<file path="src/rtl/bls_pkg.sv">
// Shared constants and types for the borrow-lookahead adder/subtractor family.
package bls_pkg;

   localparam int unsigned BLS_BLK = 4;

   typedef enum logic {
      OP_SUB = 1'b0,
      OP_ADD = 1'b1
   } bls_op_e;

   function automatic int unsigned bls_stages(input int unsigned width);
      return width / BLS_BLK;
   endfunction

endpackage

</file>
<file path="src/rtl/bls_blk4.sv">
// Combinational 4-bit lookahead block; the same g/p recurrence serves
// borrow (sub) and carry (add), only the generate/propagate terms change.
module bls_blk4
   import bls_pkg::*;
(
   input  logic [3:0] a,
   input  logic [3:0] b,
   input  logic       op,
   input  logic       bi,
   output logic [3:0] d,
   output logic       bo
);

   logic [3:0] g;
   logic [3:0] p;
   logic [3:0] c;

   always_comb begin
      if (op == OP_ADD) begin
         g = a & b;
         p = a | b;
      end else begin
         g = ~a & b;
         p = ~a | b;
      end
      c[0] = bi;
      c[1] = g[0] | (p[0] & bi);
      c[2] = g[1] | (p[1] & g[0]) | (p[1] & p[0] & bi);
      c[3] = g[2] | (p[2] & g[1]) | (p[2] & p[1] & g[0]) | (p[2] & p[1] & p[0] & bi);
      bo   = g[3] | (p[3] & g[2]) | (p[3] & p[2] & g[1]) | (p[3] & p[2] & p[1] & g[0])
           | (p[3] & p[2] & p[1] & p[0] & bi);
      d    = a ^ b ^ c;
   end

endmodule

</file>
<file path="src/rtl/bls_pipe_addsub.sv">
// Pipelined borrow-lookahead adder/subtractor, one 4-bit block per stage.
// Define BLS_OVF_EN to add the registered signed-overflow output ovf.
module bls_pipe_addsub
   import bls_pkg::*;
#(
   parameter int unsigned WIDTH = 16
)
(
   input  logic             clk,
   input  logic             rst,
   input  logic             in_valid,
   output logic             in_ready,
   input  logic             op,
   input  logic [WIDTH-1:0] A,
   input  logic [WIDTH-1:0] B,
   input  logic             bin,
   output logic             out_valid,
   input  logic             out_ready,
   output logic [WIDTH-1:0] D,
   output logic             bout
`ifdef BLS_OVF_EN
   ,
   output logic             ovf
`endif
);

   localparam int unsigned NS = bls_stages(WIDTH);

   logic adv;

   // Global stall: the whole pipe freezes while the output beat is refused.
   assign in_ready = !(out_valid && !out_ready);
   assign adv      = in_ready;

   for (genvar k = 0; k < NS; k++) begin : stg
      // a_in/b_in hold only the operand bits not yet consumed by earlier stages
      localparam int unsigned RW = WIDTH - BLS_BLK * k;
      localparam int unsigned DW = BLS_BLK * (k + 1);

      logic [RW-1:0] a_in;
      logic [RW-1:0] b_in;
      logic          op_in;
      logic          bi_in;
      logic          v_in;
      logic [3:0]    d_n;
      logic          bo_n;
      logic [DW-1:0] d_nx;
      logic [DW-1:0] d_q;
      logic          c_q;
      logic          op_q;
      logic          v_q;

      if (k == 0) begin : head
         assign a_in  = A;
         assign b_in  = B;
         assign op_in = op;
         assign bi_in = bin;
         assign v_in  = in_valid;
         assign d_nx  = d_n;
      end else begin : link
         always_ff @(posedge clk) begin
            if (rst) begin
               a_in <= '0;
               b_in <= '0;
            end else if (adv) begin
               a_in <= stg[k-1].a_in[RW+BLS_BLK-1:BLS_BLK];
               b_in <= stg[k-1].b_in[RW+BLS_BLK-1:BLS_BLK];
            end
         end
         assign op_in = stg[k-1].op_q;
         assign bi_in = stg[k-1].c_q;
         assign v_in  = stg[k-1].v_q;
         assign d_nx  = {d_n, stg[k-1].d_q};
      end

      bls_blk4 u_blk (
         .a  (a_in[3:0]),
         .b  (b_in[3:0]),
         .op (op_in),
         .bi (bi_in),
         .d  (d_n),
         .bo (bo_n)
      );

      always_ff @(posedge clk) begin
         if (rst) begin
            d_q  <= '0;
            c_q  <= 1'b0;
            op_q <= 1'b0;
            v_q  <= 1'b0;
         end else if (adv) begin
            d_q  <= d_nx;
            c_q  <= bo_n;
            op_q <= op_in;
            v_q  <= v_in;
         end
      end
   end

   assign out_valid = stg[NS-1].v_q;
   assign D         = stg[NS-1].d_q;
   assign bout      = stg[NS-1].c_q;

`ifdef BLS_OVF_EN
   logic sa;
   logic sb;
   logic sd;
   logic ovf_n;

   // Operand sign bits arrive with the top nibble through the skew chain.
   assign sa = stg[NS-1].a_in[3];
   assign sb = stg[NS-1].b_in[3];
   assign sd = stg[NS-1].d_n[3];

   always_comb begin
      if (stg[NS-1].op_in == OP_ADD) ovf_n = (sa == sb) && (sd != sa);
      else                           ovf_n = (sa != sb) && (sd != sa);
   end

   always_ff @(posedge clk) begin
      if (rst)      ovf <= 1'b0;
      else if (adv) ovf <= ovf_n;
   end
`endif

endmodule

</file>
<file path="config.mk">
export PLATFORM = sky130hd
export DESIGN_NAME = bls_pipe_addsub
export DESIGN_NICKNAME = d
export VERILOG_FILES = /design/src/rtl/bls_pkg.sv /design/src/rtl/bls_blk4.sv /design/src/rtl/bls_pipe_addsub.sv
export SDC_FILE = /design/constraint.sdc
export NUM_CORES = 1
export LEC_CHECK = 0
export BUFFER_PORTS_ARGS = -buffer_cell sky130_fd_sc_hd__buf_2
export CAP_MARGIN = 20
export CORE_ASPECT_RATIO = 2
export CORE_MARGIN = 3
export CORE_UTILIZATION = 37
export DETAILED_ROUTE_END_ITERATION = 7
export GPL_TIMING_DRIVEN = 0
export SYNTH_ARGS = -nofsm -noshare
export SYNTH_HDL_FRONTEND = slang
export SYNTH_SLANG_ARGS = --single-unit
</file>
<file path="constraint.sdc">
create_clock -name clk -period 5.2 [get_ports clk]
set_clock_uncertainty 0.15 [all_clocks]
set_input_delay 0.78 -clock clk [delete_from_list [all_inputs] [get_ports clk]]
set_output_delay 0.78 -clock clk [all_outputs]
set_load 0.05 [all_outputs]
</file>
==> flow_summary.yaml <==
timing:
  min_period_over_period_pct: 70.0
  timing.fmax_mhz: 275
  worst_pin_slew_ns: 0.610
  setup_viol_count_final: 0
  final_max_slew_viol_count: 0
  finalCriticalPeriod_ns: 3.64
  timing_hold_violations_final: 0
  max_slew_margin_pct: 59.3
  setup_tns_ns: 0
  rsz0062_at_grt: "false"
clock_tree:
  clk_pin_slew_ns: 0.07
  postCtsHoldBufs: 0
  cts_tree: "built"
  clk-insertion-delay-late_ns: 0.34
  post_cts_resized: 0
  htree_levels: 3
  post-cts-setup-buffers: 0
  cts_buffers: 9
  cts_root_buf: "clkbuf_16"
  cts_max_path_buffers: 2
  cts.sinks: 99
place:
  place_congestion: 0.832
  dp_hpwl_um: 8500
  dpl_cell_area_um2: 4810
  io_buffers: 54
synthesis:
  syn_nets: 601
  syn_inst: 563
  synth_xor_area_share_pct: 9.04
  ys_seq_area_share_pct: 45.4
  synth-edff-count: 0
  ys_ff_latch: 99
  yosysMostFrequentCell: "nand2_1"
  synth_area_leader_cell: "dfxtp_1"
  synth-compound-area-share_pct: 18.9
  syn_area_um2: 4360
  synthAdderAreaFrac_pct: 1.92
  synth_simple_gate_area_share_pct: 20.6
  syn_area_per_cell_um2: 7.75
  synthDistinctLibCells: 42
  netlist_top_cells_count: "181 x nand2_1, 99 x dfxtp_1, 95 x a21oi_1"
  synthMuxAreaShare_pct: 0
  yosys_warnings: 0
  synth_top_cell_area_share_pct: 45.4
  async_reset_ff_share_pct: 0
  synth_ff_type: "dfxtp_1"
  synth_top_family_by_area: "simple AND/OR/NAND/NOR gates"
  synth_area_leaders: "dfxtp_1 45%, nand2_1 16%, a21oi_1 11%"
power_and_ir_drop:
  p_comb_share_pct: 13.5
  swShare_pct: 26.3
  power.leakage_nw: 2.06
  p_seq_share_pct: 46.7
  clkPwrFrac_pct: 39.8
  pwr_density_cell_nw_per_um2: 353
  internal_power_mw: 1.34
  irDropWorstVdd_mv: 0.189
  p_switching_uw: 476
outcome:
  outcome: "complete, no violations"
final_layout:
  fin_nets: 666
  areaGrowthSynthToFinish_pct: 17.7
  final_area_um2: 5130
  n_antenna_cell: 0
  drive_gt1_share_pct: 13.0
worst_setup_path:
  reg2reg_slack_ns: 2.86
  cp_num_cells: 7
  crit_family: "buffers and inverters"
  arrival_ns: 2.71
  start_kind: "input pin"
  worstPathRequired_ns: 4.27
  critPathMaxStageDelay_ns: 0.53
  crit_chain: "buf_2 -> nor2b_1 -> clkbuf_1 -> inv_2 -> clkbuf_1 -> buf_1 -> buf_2"
  critPathCaptureType: "output pin"
  worst-setup-path-type: "in2out"
  slowest_stage: "buf_1"
  rr_worst_depth: 7
  crit_buf_inv: 6
  crit_fanout: 10
grt:
  grt_util_all_layers_pct: 17.5
  grt.overflow.total: 0
  antenna_found_initial: 0
  grt_pass1_wl_um: 17700
  grt_pass1_vias: 3649
  grt_max_degree: 18
flow_run:
  maxCapViolCount: 0
floorplan:
  start_util_pct: 38.2
  die-area_um2: 13200
  die_h_um: 160
  core_um2: 11400
  io-pin-count: 57
  die_w_um: 82.8
  row_count: 55
detailed_routing:
  drt-total-wl_um: 11100
  viasPerCell: 4.93
  vias: 3824
  drt-pass1-iter-count: 4
  drc: 0
  drtIter0Drc: 158
  ant_nets: 0
  post_drt_wl_per_cell_um: 14.3
hold_path:
  hold_depth: 2
  min_path_type: "reg2reg"
final timing paths:
kind | startpoint | end
max | out_ready | in_ready
min reg2reg | D[8]$_SDFFE_PP0N_ | D[8]$_SDFFE_PP0N_
max reg2reg | out_valid$_SDFFE_PP0N_ | stg[3].b_in[0]$_SDFFE_PP0N_
min | D[8]$_SDFFE_PP0N_ | D[8]$_SDFFE_PP0N_
area by class of cell:
| type | count | area, µm² |
|---|---|---|
| Clock inverter | 7 | 100 |
| Tap cell | 142 | 178 |
| Timing Repair Buffer | 54 | 270 |
| Fill cell | 1190 | 6290 |
| Multi-Input combinational cell | 418 | 2200 |
| Clock buffer | 9 | 225 |
| Buffer | 39 | 150 |
| Inverter | 7 | 26.3 |
| Sequential cell | 99 | 1980 |
tightest hold or removal path, delay by kind of cell, from the launching register on:
| kind | cells | cell delay [ns] |
|---|---|---|
| compound gates | 1 | 0.05 |
| simple gates | 1 | 0.05 |
| flops | 1 | 0.31 |
metal layers:
metal	part of all wire [%]	up-vias	routed length [µm]	track usage [%]
li1	-	1990	-	-
met1	39	1748	4310	18.9
met2	56	73	6190	32.7
met3	3.0	13	332	2.94
met4	2.1	0	235	6.18
met5	0	-	0	0
metrics by stage:
step	worst slack, ns	std cells	power (mW)	hold slack, ns	util [%]
after floorplan	2.21	563	1.04	0.282	-
after global placement	1.54	759	1.10	0.288	42.1
after CTS	1.56	775	1.83	0.300	45.0
final	1.56	775	1.81	0.298	45.0
after global routing	1.45	775	1.89	0.310	45.0
after detailed placement	1.56	759	1.11	0.293	42.1
flip-flops by register name (all words and copies together), names as in the netlist:
signal and count:
stg.d_q 24, out_valid 1, stg.a_in 24, stg.v_q 3
stg.op_q 3, D 16, stg.b_in 24, bout 1
stg.c_q 3
placed cells by master, fill, tap and decap left out, types with 9 or more instances in the layout:
| master | count |
|---|---|
| xor2_1 | 16 |
| dfxtp_1 | 99 |
| nand2_1 | 181 |
| xnor2_1 | 29 |
| nor2_1 | 19 |
| buf_2 | 57 |
| a211oi_1 | 9 |
| clkbuf_1 | 26 |
| clkbuf_16 | 9 |
| buf_1 | 10 |
| a21oi_1 | 95 |
cells by family after synthesis:
logic type               after synthesis
AO/OA/AOI/OAI                        141
XOR/XNOR                              45
adder cells (fa/ha/maj)                8
buffers and inverters                 46
flip-flops                            99
AND/OR/NAND/NOR                      224
power groups by stage:
stage          clock [mW]  combinational, mW  sequential, mW
2_1_floorplan           0              0.152           0.888
3_5_place_dp            0              0.246           0.864
5_1_grt             0.770              0.271           0.852
4_1_cts             0.740              0.247           0.846
3_3_place_gp            0              0.240           0.862
6_report            0.722              0.244           0.847
Power figures use the tool's default switching activity.
